$ cat src/rtl/alu_wb_stage.sv
// rtl/alu_wb_stage.sv - ALU writeback stage: in-order result FIFO plus flag status.
// Status (last flags, sticky C/V, overflow counter) updates only on accepted results.
module alu_wb_stage #(
  parameter int W     = 8,
  parameter int DEPTH = 4,
  parameter int TAG_W = 2,
  parameter int CNT_W = 8
) (
  input  logic                         clk,
  input  logic                         rst,
  input  logic                         in_valid,
  output logic                         in_ready,
  input  logic [2:0]                   in_op,
  input  logic [W-1:0]                 in_y,
  input  logic [3:0]                   in_zncv,
  input  logic [TAG_W-1:0]             in_tag,
  output logic                         out_valid,
  input  logic                         out_ready,
  output logic [W-1:0]                 out_y,
  output logic [3:0]                   out_zncv,
  output logic [TAG_W-1:0]             out_tag,
  output logic [3:0]                   flags_last,
  output logic                         sticky_c,
  output logic                         sticky_v,
  output logic [CNT_W-1:0]             ovf_cnt,
  input  logic                         sticky_clr,
  output logic [$clog2(DEPTH+1)-1:0]   count
);

  localparam int AW = $clog2(DEPTH);
  localparam int CW = $clog2(DEPTH+1);

  typedef struct packed {
    logic [W-1:0]     y;
    logic [3:0]       zncv;
    logic [TAG_W-1:0] tag;
  } entry_t;

  entry_t              mem_q [DEPTH];
  logic [AW-1:0]       wr_ptr_q, wr_ptr_d;
  logic [AW-1:0]       rd_ptr_q, rd_ptr_d;
  logic [CW-1:0]       count_q, count_d;
  logic [3:0]          flags_q, flags_d;
  logic                sticky_c_q, sticky_c_d;
  logic                sticky_v_q, sticky_v_d;
  logic [CNT_W-1:0]    ovf_q, ovf_d;
  logic [CNT_W-1:0]    ovf_base;
  logic                push, pop, arith;

  assign in_ready  = (count_q < CW'(DEPTH));
  assign out_valid = (count_q != '0);
  assign push      = in_valid & in_ready;
  assign pop       = out_valid & out_ready;
  assign arith     = (in_op == 3'b000) || (in_op == 3'b001);

  assign out_y      = mem_q[rd_ptr_q].y;
  assign out_zncv   = mem_q[rd_ptr_q].zncv;
  assign out_tag    = mem_q[rd_ptr_q].tag;
  assign flags_last = flags_q;
  assign sticky_c   = sticky_c_q;
  assign sticky_v   = sticky_v_q;
  assign ovf_cnt    = ovf_q;
  assign count      = count_q;

  always_comb begin
    wr_ptr_d   = wr_ptr_q;
    rd_ptr_d   = rd_ptr_q;
    count_d    = count_q;
    flags_d    = flags_q;
    // Clear is applied first so a same-cycle qualifying push still lands.
    sticky_c_d = sticky_clr ? 1'b0 : sticky_c_q;
    sticky_v_d = sticky_clr ? 1'b0 : sticky_v_q;
    ovf_base   = sticky_clr ? '0 : ovf_q;
    ovf_d      = ovf_base;
    if (push) begin
      wr_ptr_d = wr_ptr_q + AW'(1);
      flags_d  = in_zncv;
      if (arith && in_zncv[1]) sticky_c_d = 1'b1;
      if (arith && in_zncv[0]) begin
        sticky_v_d = 1'b1;
        if (ovf_base != '1) ovf_d = ovf_base + CNT_W'(1);
      end
    end
    if (pop) rd_ptr_d = rd_ptr_q + AW'(1);
    if (push && !pop)      count_d = count_q + CW'(1);
    else if (!push && pop) count_d = count_q - CW'(1);
  end

  always_ff @(posedge clk or posedge rst) begin
    if (rst) begin
      for (int i = 0; i < DEPTH; i++) mem_q[i] <= '0;
      wr_ptr_q   <= '0;
      rd_ptr_q   <= '0;
      count_q    <= '0;
      flags_q    <= '0;
      sticky_c_q <= 1'b0;
      sticky_v_q <= 1'b0;
      ovf_q      <= '0;
    end else begin
      if (push) mem_q[wr_ptr_q] <= '{y: in_y, zncv: in_zncv, tag: in_tag};
      wr_ptr_q   <= wr_ptr_d;
      rd_ptr_q   <= rd_ptr_d;
      count_q    <= count_d;
      flags_q    <= flags_d;
      sticky_c_q <= sticky_c_d;
      sticky_v_q <= sticky_v_d;
      ovf_q      <= ovf_d;
    end
  end

endmodule

$ cat config.mk
export PLATFORM = sky130hd
export DESIGN_NAME = alu_wb_stage
export DESIGN_NICKNAME = d
export VERILOG_FILES = /design/src/rtl/alu_wb_stage.sv
export SDC_FILE = /design/constraint.sdc
export NUM_CORES = 1
export LEC_CHECK = 0
export ABC_AREA = 1
export ABC_CLOCK_PERIOD_IN_PS = 2000
export BUFFER_PORTS_ARGS = -buffer_cell sky130_fd_sc_hd__clkbuf_2
export CAP_MARGIN = 10
export CORE_UTILIZATION = 27
export CTS_BUF_LIST = sky130_fd_sc_hd__clkbuf_16
export CTS_CLUSTER_DIAMETER = 60
export DETAILED_ROUTE_END_ITERATION = 10
export HOLD_SLACK_MARGIN = 0.15
export SLEW_MARGIN = 0
export SYNTH_ARGS = -nofsm -noshare
export SYNTH_HDL_FRONTEND = slang
export SYNTH_SLANG_ARGS = --single-unit
$ cat constraint.sdc
create_clock -name clk -period 2 [get_ports clk]
set_clock_uncertainty 0.05 [all_clocks]
set_input_delay 0 -clock clk [delete_from_list [all_inputs] [get_ports clk]]
set_output_delay 0 -clock clk [all_outputs]
set_load 0.03 [all_outputs]
After elaboration in Yosys (flattened, before gate mapping). Index checks and enable logic that the tools add are counted.

Flip-flop bits (word level): 77. Input port bits: 22. Logic and storage cells: 63.

Add/subtract/negate cells: 5. Magnitude comparators: 4. Eq/ne operators: 2. Mux-type cells: 18. Bitwise operators: 4. Reduce and logical (&&, ||, !) cells: 11.

Operator list (count): $bwmux W56 (1); $mux W14 (3); $mux W8 (4); $bmux W14 S2 (1); $demux W14 S2 (1); $add A8 B1 Y8 const B (1); $ne A8 B8 Y1 const B (1); $ge A3 B3 Y1 const B (2); $mux W1 (6); $mux W3 (2); $not A2 Y3 (2); $logic_and A1 B1 Y1 (5); $add A2 B1 Y2 const B (2); $add A3 B1 Y3 const B (1); $eq A3 B1 Y1 const B (1); $logic_not A3 Y1 (1); $lt A3 B1 Y1 const B (1); $lt A3 B3 Y1 const B (1); $reduce_bool A3 Y1 (1); $sub A3 B1 Y3 const B (1); $and A1 B1 Y1 (2); $logic_not A1 Y1 (2); $reduce_bool A2 Y1 (1); $logic_or A1 B1 Y1 (1).

Depth between registers and ports, before layout. Gate-level depths: netlist of the first run.

Depth in word-level cells: 6. Depth in mapped cells: 9. Depth with buffers taken out: 9.

Worst setup path after synthesis of the first run. No wires, ideal clock.

Path type: register to register. From: register count_q[2], in the netlist count[2]. To: register count_q[2], in the netlist count[2]. Arrival time: 2.204 ns. Setup slack: -0.390 ns. Cell stages (with the launch flop): 10. Cell sequence: dfrtp_1 -> inv_1 -> nand2_1 -> nand2_1 -> ha_1 -> inv_1 -> fa_1 -> a21oi_1 -> o21ai_0 -> xor2_1.

Longest elaborated chain between the ends: 5. Elaborated cells between the ends (all ways): 13. Those cells by class: add/sub: 2; order compare: 1; mux: 2; bitwise: 2; reduce/logical: 6.

Ends and longest elaborated chain: start: declaration (line 42) `logic [CW-1:0] count_q, count_d;`; start signal: assignment (line 103) `count_q <= count_d;`; $lt A3 B3 Y1 (*) (line 50) `assign in_ready = (count_q < CW'(DEPTH));`; via in_ready (line 12) `output logic in_ready,`; $and A1 B1 Y1 (*) (line 52) `assign push = in_valid & in_ready;`; $logic_not A1 Y1 (line 86) `else if (!push && pop) count_d = count_q - CW'(1);`; $logic_and A1 B1 Y1 (line 86); $reduce_bool A2 Y1 (no source line).

The timed path passes the listed nets; every way through them passes the cells marked *. The select of a mux whose other input is x is not followed. A chain may end at the register's enable or synchronous reset.

Worst setup path in the final report of the first run.
From: register count_q[1], in the netlist count[1]. To: register count_q[2], in the netlist count[2].

Longest elaborated chain between the ends: 5. Elaborated cells between the ends (all ways): 13. Those cells by class: add/sub: 2; order compare: 1; mux: 2; bitwise: 2; reduce/logical: 6.

Ends and longest elaborated chain (line): $lt A3 B3 Y1 / $reduce_bool A3 Y1 (equally long branches) (50, 51); $and A1 B1 Y1, on equally long branches (52, 53); $logic_not A1 Y1, on equally long branches (86, 85); $logic_and A1 B1 Y1, on equally long branches (86, 85); $reduce_bool A2 Y1 (no source line) / $mux W3 (equally long branches).

Several ways; a longest one is shown, not always the timed one. The select of a mux whose other input is x is not followed.

==> summary.txt, run 1 <==
Sw frac - 42.61%
Actual slew at the worst max-slew pin - 0.8744 ns
DP HPWL - 5.465 mm
Prevailing post-synth register cell - dfrtp_1
Logic pwr share - 42.7%
CP Buf/Inv Count - 1
GRT overflow - 0
Global placement routability congestion - 0.8269
Startpoint types - register
Final period util - 92.52%
Leak - 0.002200 µW
All-Layer GR Usage - 14.13%
List of most frequent post-synthesis cells - 89 x nand2_1, 77 x dfrtp_1, 62 x o21ai_0
Mapped Nets - 436
Synth area leader - dfrtp_1
Fin crit period - 1.850 ns
Die Y - 116.4 µm
Post-synthesis instance area - 0.003536 mm²
Synth top area share - 54.49%
Final Setup Violations - 0
Die area - 0.01356 mm²
Max Cap Viol - 0
DRT Wirelength - 8.460 mm
Crit-path cells - nor2_2 > nand2_4 > nand2_1 > ha_1 > inv_1 > fa_2 > a21oi_2 > o21ai_1 > xor2_1
Arr. time, crit path - 2.01 ns
CP max-delay cell - dfrtp_2
Hold Crit Class - input port to asynchronous set/reset pin
Num CTS Buffers - 9
Slew HR - 41.58%
Inst Count DP - 625
Share of post-route cells with drive strength above 1 - 21.22%
DR pass1 iterations - 5
Worst-path clk slew - 0.06 ns
Total power draw - 7256 µW
Worst-case clock buffer depth - 2
Cell Pwr Density - 1595 mW/mm²
Port Buf Inserts - 53
I/O Pins - 55
Psw - 3092 µW
Maximum VDD drop - 0.8193 mV
Clk Latency, worst-skew pair - 0.33 ns
Hold Violations, Final - 0
CP Class - register to register
Wire length per cell - 12.78 µm
Ranking of synthesized cells by area - dfrtp_1 54%, nand2_1 9.4%, o21ai_0 8.8%, nor2_1 4.4%, o21ai_1 4.1%
Starting Density - 27.91%
Ant. Diodes - 0
RR Startpoint - count[1]
Avg Inst Size Synth - 8.666 µm²
Worst Reg-to-Reg Cells - 9
Most frequent cell after synthesis - nand2_1
Maximum fanout along the worst path - 4
Row Count - 41
Unique masters post-synth - 27
Clock network power share - 22.3%
Internal power - 4164 µW
Number of global-route vias before repair - 3050
Synth async-reset ratio - 100.0%
RR Endpoint - count[2]
Post-CTS Setup Repair Bufs - 0
Routed vias - 2968
Initial antenna violation count - 0
Crit path required time - 2.16 ns
Status - complete, no violations
CTS tree - yes
First-pass GRT wire length - 14.61 mm
Final net count - 513
Max Fclk - 0.5404 GHz
Seq pwr share - 35.1%
Yosys reg bits - 77
Reg2reg setup slack - 0.15 ns
Pins over their slew limit - 0
Slowest stage delay, CP - 0.44 ns
Synthesis Warnings - 0
Die X - 116.4 µm
Post-synthesis sequential area ratio - 54.49%
Post-DRT Antenna Nets - 0
Starting DRT DRC Count - 178
Delay-heaviest family, CP - adder cells
Fin cells - 662
Htree depth - 3
Post-Syn Instances - 408
Number of synthesized flops with an enable pin - 0
Post-route DRC - 0
# clock sinks - 77
CORE AREA - 0.01267 mm²
Worst Setup End Kind - register
RSZ-0062 raised after global routing - false
Clock root buffer - clkbuf_16
# fillers - 1317
Fin util - 35.89%
Vias per inst - 4.483
Largest net degree at the start of global routing - 39
Area grow syn2layout - 28.63%
[power by group through the flow]
stage	combinational [µW]	clock [µW]	sequential (µW)
4_1_cts	3120	1680	2530
2_1_floorplan	2100	0	2640
3_5_place_dp	3080	0	2560
6_report	3100	1620	2540
3_3_place_gp	3030	0	2520
5_1_grt	3490	1740	2620
[state kept, by name, indices dropped and copies added (netlist names)]
register / count
count: 3
flags_last: 4
mem_q: 56
ovf_cnt: 8
rd_ptr_q: 2
sticky_c: 1
sticky_v: 1
wr_ptr_q: 2
[timing repair]
action / in CTS / in global routing
setup endpoints to repair: 0 / 2
hold buffers: 21 / 1
endpoints found under the hold margin: 107 / 6
gates resized for setup: 0 / 5
[worst reg2reg max path: cells and delay by family, from the launching register on]
kind	cells	cell delay, ns
buffers and inverters	1	0.08
adder cells (fa/ha/maj)	2	0.52
AO/OA/AOI/OAI	2	0.21
AND/OR/NAND/NOR	3	0.29
XOR/XNOR	1	0.14
flip-flops	1	0.44
[placed cells by master (no fill, tap or decap), types with 2 or more instances in the layout]
master / synthesis / layout
dlygate4sd3_1: 0 / 21
clkbuf_2: 0 / 53
nand3_1: 6 / 6
nand2_4: 2 / 3
nor2_4: 3 / 3
clkinvlp_4: 0 / 2
dfrtp_1: 77 / 74
nand2_2: 3 / 3
o22ai_1: 14 / 14
o21ai_0: 62 / 61
nor2_1: 41 / 40
dfrtp_2: 0 / 3
ha_1: 5 / 5
buf_4: 0 / 8
inv_1: 35 / 33
clkbuf_16: 0 / 9
nand2_1: 89 / 88
nor2_2: 4 / 5
a21oi_1: 3 / 2
inv_6: 0 / 2
nand3_2: 2 / 2
xor2_1: 3 / 3
inv_2: 1 / 2
o21ai_1: 29 / 30
nand4_1: 6 / 6
[final cells by class]
type                       instances  area (µm²)  share of cell area [%]
clock buffer                       9       225.2                   4.952
clock inverter                     7       72.57                   1.596
inverter                          37       145.1                   3.191
multi-input combinational        277        1404                   30.87
sequential                        77        1931                   42.45
tap                              172       215.2                   4.732
timing repair buffer              83       555.5                   12.21
[logic make-up after synthesis]
group                      count (synthesis)  synth area share (%)
xor gates and xnor gates                   4                0.9910
muxes                                      1                0.3184
adders and majority gates                  6                 2.335
DFF                                       77                 54.49
and+or+nand+nor                          158                 19.82
buffers and inverters                     54                 6.263
AOI/OAI and AO/OA                        108                 15.78
[metal layers]
metal  up-vias  track usage (%)  share of wire [%]
met4         0            4.359                1.2
met1      1386            18.62                 48
met5         -                0                  0
li1       1493                -                  -
met2        81            22.64                 45
met3         8            3.788                5.2
[stage by stage]
step	TNS (ns)	cell area [µm²]	hold WS, ns	setup WS, ns
after floorplan	-0.03256	3550	0.07996	-0.03256
after global placement	0	4030	0.1518	0.1103
after detailed placement	0	4030	0.1633	0.04644
after CTS	0	4538	0.3543	0.03707
after global routing	0	4548	0.3994	0.02547
final	0	4548	0.3284	0.1495
[worst max-delay path by stage]
stage,start,end,cells after the start
floorplan,count[1],count[2],9
global placement,count[1],count[2],9
detailed placement,count[1],count[2],9
CTS,count[1],count[2],9
global route,count[1],count[2],9
finish,count[1],count[2],9
Note: power is estimated with default switching activity, not from simulation.
==> run 2, diff against run 1 <==
--- a/config.mk
+++ b/config.mk
@@ -10,10 +10,12 @@
 export BUFFER_PORTS_ARGS = -buffer_cell sky130_fd_sc_hd__clkbuf_2
 export CAP_MARGIN = 10
 export CORE_UTILIZATION = 27
-export CTS_BUF_LIST = sky130_fd_sc_hd__clkbuf_16
+export CTS_BUF_LIST = sky130_fd_sc_hd__clkbuf_8
 export CTS_CLUSTER_DIAMETER = 60
 export DETAILED_ROUTE_END_ITERATION = 10
 export HOLD_SLACK_MARGIN = 0.15
+export MAX_ROUTING_LAYER = met4
+export PLACE_DENSITY = 0.51
 export SLEW_MARGIN = 0
 export SYNTH_ARGS = -nofsm -noshare
 export SYNTH_HDL_FRONTEND = slang
==> run 2 against run 1 <==
  * Register-to-register slack hardly changed
  * Core utilization fell by 0.80 points
  * Highest routed layer unchanged
  * Critical endpoint unchanged
  * Cell area decreased by 2.2%
  * Non-clock buffer count increased by 2
==> summary.txt, run 2 (synthesis gave the netlist of run 1 again) <==
Starting Density - 27.91% (unchanged)
Wire length per cell - 13.04 µm (+2.0%)
CTS tree - yes
Pins over their slew limit - 0 (unchanged)
Die X - 116.4 µm (unchanged)
Ant. Diodes - 0 (unchanged)
DP HPWL - 5.746 mm (+5.1%)
Setup TNS - 0 ns (unchanged)
Max reg flops - 56 (unchanged)
Crit-path cells - nor2_2 > nand2_4 > nand2_1 > ha_1 > inv_1 > fa_1 > a21oi_1 > o21ai_1 > xor2_1
Die area - 0.01356 mm² (unchanged)
Status - complete, no violations
Largest net degree at the start of global routing - 43 (+10%)
Final net count - 515 (+0.39%)
RR Startpoint - count[0]
Commonest non-fill, non-tap cell in the layout - nand2_1
Inst Count DP - 626 (+0.16%)
RSZ-0062 raised after global routing - false
Post-DRT Antenna Nets - 0 (unchanged)
Leak - 0.002158 µW (-1.9%)
Reg with most FFs - mem_q
I/O Pins - 55 (unchanged)
Hold Violations, Final - 0 (unchanged)
Startpoint types - register
Clock root buffer - clkbuf_8
# clock sinks - 77 (unchanged)
First-pass GRT wire length - 14.27 mm (-2.3%)
Fin crit period - 1.856 ns (+0.005717 ns)
Num CTS Buffers - 9 (unchanged)
Final period util - 92.81% (+0.29 points)
Max Fclk - 0.5387 GHz (-0.31%)
First element of the critical path - count[0]
Global placement routability congestion - 0.8555 (+3.5%)
Fin cells - 664 (+0.30%)
Arr. time, crit path - 2.03 ns (+0.02 ns)
Reg2reg setup slack - 0.14 ns (about the same)
Actual slew at the worst max-slew pin - 0.5200 ns (-0.3544 ns)
CP Class - register to register
Share of post-route cells with drive strength above 1 - 20.93% (-0.29 points)
Cell Pwr Density - 1515 mW/mm² (-5.0%)
Clk Latency, worst-skew pair - 0.35 ns (+0.02 ns)
DR pass1 iterations - 4 (-1)
CP max-delay cell - dfrtp_2
Maximum VDD drop - 0.6260 mV (-24%)
DRT Wirelength - 8.659 mm (+2.4%)
Routed vias - 2935 (-1.1%)
All-Layer GR Usage - 14.40% (+0.27 points)
Maximum fanout along the worst path - 3 (-1)
Htree depth - 3 (unchanged)
Number of global-route vias before repair - 2909 (-4.6%)
GRT overflow - 0 (unchanged)
Fin Hold WS - 0.1720 ns (-0.1564 ns)
Worst-path clk slew - 0.08 ns (+0.02 ns)
Slowest stage delay, CP - 0.41 ns (-0.03 ns)
Crit path required time - 2.18 ns (+0.02 ns)
Worst Setup End Kind - register
Slew HR - 65.26% (+24 points)
Vias per inst - 4.420 (-1.4%)
Initial antenna violation count - 0 (unchanged)
Starting DRT DRC Count - 96 (-46%)
Hold Crit Class - input port to asynchronous set/reset pin
Row Count - 41 (unchanged)
CORE AREA - 0.01267 mm² (unchanged)
Post-CTS Setup Repair Bufs - 0 (unchanged)
Worst-case clock buffer depth - 2 (unchanged)
Max Cap Viol - 0 (unchanged)
Die Y - 116.4 µm (unchanged)
Final Setup Violations - 0 (unchanged)
Most frequent cells in the layout - 88 x nand2_1, 75 x dfrtp_1, 61 x o21ai_0, 53 x clkbuf_2, 40 x nor2_1
Post-route DRC - 0 (unchanged)
Area grow syn2layout - 25.76%
Port Buf Inserts - 53 (unchanged)
-- run 2: path summary, 6_finish.rpt --
check                           depth (start not counted)           to
max in group asynchronous                               4    mem_q[48]
min in group clk                                        4  rd_ptr_q[0]
worst max register to register                          9     count[2]
worst max-delay path                                    9     count[2]
worst min-delay path                                    3  rd_ptr_q[1]
worst min register to register                          2    mem_q[33]
-- run 2: final cells by class --
| cell class | count | area, µm² |
|---|---|---|
| Clock inverter | 6 | 46.29 |
| Clock buffer | 10 | 137.6 |
| Sequential cell | 77 | 1929 |
| Tap cell | 172 | 215.2 |
| Multi-Input combinational cell | 277 | 1398 |
| Fill cell | 1342 | 8224 |
| Inverter | 37 | 147.6 |
| Timing Repair Buffer | 85 | 573.1 |
-- run 2: worst max-delay path: cells and delay by family, from the launching register on --
kind            cells  cell delay (ns)
fa+ha+maj           2             0.54
compound gates      2             0.22
simple gates        3             0.29
flops               1             0.41
xor+xnor            1             0.15
buf+inv             1             0.07
-- run 2: power breakdown --
group          switching [µW]  total, µW  internal (µW)
Clock                     591       1080            490
Sequential                370       2550           2180
Combinational            2070       3100           1040
Total                    3030       6740           3710
-- run 2: metal layers --
metal	share of wire (%)	wire, µm	GRT usage [%]
met5	0	0	-
met4	0.98	85	3.846
met3	4.6	400	4.255
met2	47	4059	23.23
met1	47	4113	17.51
-- run 2: metrics by stage --
stage,util (%),power [µW],instance area [µm²],setup WS (ns)
after floorplan,-,4744,3550,-0.03256
after global placement,31.87,5611,4038,0.1203
after detailed placement,31.87,5689,4038,0.07058
after CTS,35.05,6841,4442,0.05991
after global routing,35.09,7323,4447,0.001823
final,35.09,6738,4447,0.1438
-- run 2: what timing repair did --
| item | CTS | global route |
|---|---|---|
| hold buffers | 22 | 1 |
| hold endpoints to repair | 152 | 5 |
| resized for setup | 0 | 3 |
| endpoints found under the setup margin | 0 | 2 |
==> run 3, diff against run 2 <==
--- a/config.mk
+++ b/config.mk
@@ -9,6 +9,7 @@
 export ABC_CLOCK_PERIOD_IN_PS = 2000
 export BUFFER_PORTS_ARGS = -buffer_cell sky130_fd_sc_hd__clkbuf_2
 export CAP_MARGIN = 10
+export CORE_ASPECT_RATIO = 1.2
 export CORE_UTILIZATION = 27
 export CTS_BUF_LIST = sky130_fd_sc_hd__clkbuf_8
 export CTS_CLUSTER_DIAMETER = 60
==> run 3 against run 2 <==
  * Clock power increased by 24%
  * Register-to-register slack improved by 0.03 ns
  * Critical path depth decreased by 2
  * Global-route usage about the same
  * Largest cell class unchanged
==> summary.txt, run 3 (synthesis gave the netlist of run 1 again) <==
Max Cap Viol - 0 (unchanged)
Fin crit period - 1.912 ns (+0.05562 ns)
Commonest non-fill, non-tap cell in the layout - nand2_1
Arr. time, crit path - 2.16 ns (+0.13 ns)
Share of post-route cells with drive strength above 1 - 20.89% (-0.042 points)
Clk Latency, worst-skew pair - 0.35 ns (about the same)
Number of global-route vias before repair - 3029 (+4.1%)
Htree depth - 3 (unchanged)
All-Layer GR Usage - 14.39% (about the same)
Die area - 0.01356 mm² (about the same)
Reg with most FFs - mem_q
Post-DRT Antenna Nets - 0 (unchanged)
GRT overflow - 0 (unchanged)
Routed vias - 2969 (+1.2%)
Inst Count DP - 618 (-1.3%)
Max Fclk - 0.5231 GHz (-2.9%)
Starting DRT DRC Count - 158 (+65%)
Largest net degree at the start of global routing - 59 (+37%)
Maximum fanout along the worst path - 3 (unchanged)
Post-route DRC - 0 (unchanged)
Max reg flops - 56 (unchanged)
Crit-path cells - dlygate4sd3_1 > clkbuf_2 > nor2_2 > dlygate4sd3_1 > inv_1 > o21ai_0 > dlygate4sd3_1
Maximum VDD drop - 0.6752 mV (+7.9%)
Starting Density - 27.79% (-0.12 points)
Row Count - 45 (+9.8%)
Initial antenna violation count - 0 (unchanged)
Final Setup Violations - 0 (unchanged)
Setup TNS - 0 ns (unchanged)
Pins over their slew limit - 0 (unchanged)
First-pass GRT wire length - 14.75 mm (+3.4%)
CP max-delay cell - dlygate4sd3_1
Worst Reg-to-Reg Cells - 9 (unchanged)
Slowest stage delay, CP - 0.64 ns (+0.23 ns)
Status - complete, no violations
Startpoint types - input port
CTS tree - yes
Crit path required time - 2.24 ns (+0.06 ns)
Ant. Diodes - 0 (unchanged)
Hold Violations, Final - 0 (unchanged)
Wire length per cell - 13.14 µm (+0.79%)
Most frequent CP cell - dlygate4sd3_1
Hold Crit Class - input port to asynchronous set/reset pin
Clock root buffer - clkbuf_8
DR pass1 iterations - 4 (unchanged)
Slew HR - 66.14% (+0.87 points)
Final period util - 95.59% (+2.8 points)
Num CTS Buffers - 9 (unchanged)
Area grow syn2layout - 26.79%
Die Y - 127.4 µm (+9.4%)
Worst-case clock buffer depth - 2 (unchanged)
Port Buf Inserts - 53 (unchanged)
Cell Pwr Density - 1566 mW/mm² (+3.3%)
DP HPWL - 5.767 mm (+0.36%)
Vias per inst - 4.519 (+2.2%)
Global placement routability congestion - 0.8277 (-3.2%)
I/O Pins - 55 (unchanged)
Die X - 106.5 µm (-8.6%)
Reg2reg setup slack - 0.17 ns (+0.03 ns)
Delay-heaviest family, CP - buffers and inverters
Leak - 0.002191 µW (+1.5%)
Worst Setup End Kind - register
RR Startpoint - count[1]
CP Buf/Inv Count - 5 (+4)
Most frequent cells in the layout - 88 x nand2_1, 75 x dfrtp_1, 62 x o21ai_0, 53 x clkbuf_2, 40 x nor2_1
CP Class - input port to register
Final net count - 516 (+0.19%)
DRT Wirelength - 8.635 mm (-0.28%)
Fin cells - 657 (-1.1%)
Actual slew at the worst max-slew pin - 0.5062 ns (-0.01380 ns)
# clock sinks - 77 (unchanged)
Fin util - 35.23% (+0.14 points)
Worst-path clk slew - 0.08 ns (about the same)
CORE AREA - 0.01272 mm² (+0.42%)
RR Endpoint - count[2]
==> run 3: how the worst max path moves through the flow <==
stage          startpoint       end  cells after the start
3_5_place_dp     count[1]  count[2]                      9
6_report         in_op[1]  sticky_c                      7
2_1_floorplan    count[1]  count[2]                      9
5_1_grt          count[1]  count[2]                      9
4_1_cts          count[1]  count[2]                      9
3_3_place_gp     count[1]  count[2]                      9
==> run 3: per-layer routing <==
metal | vias up | part of all wire (%) | wire (µm) | GRT usage (%)
li1 | 1493 | - | - | -
met1 | 1397 | 47 | 4020 | 16.66
met2 | 69 | 48 | 4110 | 24.29
met3 | 10 | 4.3 | 368 | 3.163
met4 | 0 | 1.6 | 136 | 5.560
met5 | - | 0 | 0 | -
==> run 3: report_power, final <==
group / internal (µW) / total (µW) / switching (µW) / leakage [µW]
combinational: 1060 / 3120 / 2070 / 0.00110
sequential: 2190 / 2560 / 375 / 0.000975
clock: 763 / 1340 / 574 / 0.000121
total: 4010 / 7020 / 3010 / 0.00219
==> run 3: area by class of cell <==
type | count | area, µm²
clock buffers | 11 | 151.4
multi-input cells | 277 | 1398
clock inverters | 5 | 73.82
inverters | 37 | 145.1
flip-flops and latches | 77 | 1929
repair buffers | 86 | 580.6
fillers | 1369 | 8242
well taps | 164 | 205.2
==> run 3: what timing repair did <==
item                                    CTS  global route
hold buffers                             22             0
endpoints found under the hold margin   152             0
endpoints found under the setup margin    0             1
buffers inserted                          0             1
resized for setup                         0             1
==> run 3: metrics by stage <==
| stage | area (µm²) | power, µW | hold WS, ns | worst slack (ns) |
|---|---|---|---|---|
| floorplan | 3550 | 4744 | 0.07996 | -0.03256 |
| global placement | 4028 | 5626 | -0.002855 | 0.1168 |
| detailed placement | 4028 | 5689 | 0.005322 | 0.1196 |
| CTS | 4473 | 7094 | 0.1514 | 0.08900 |
| global route | 4483 | 7604 | 0.1929 | -0.0001967 |
| finish | 4483 | 7020 | 0.1513 | 0.08819 |
==> run 3: tightest hold or removal path, cell delays in order <==
cell and delay, ns:
dlygate4sd3_1 0.53, clkbuf_2 0.12, clkinvlp_4 0.33
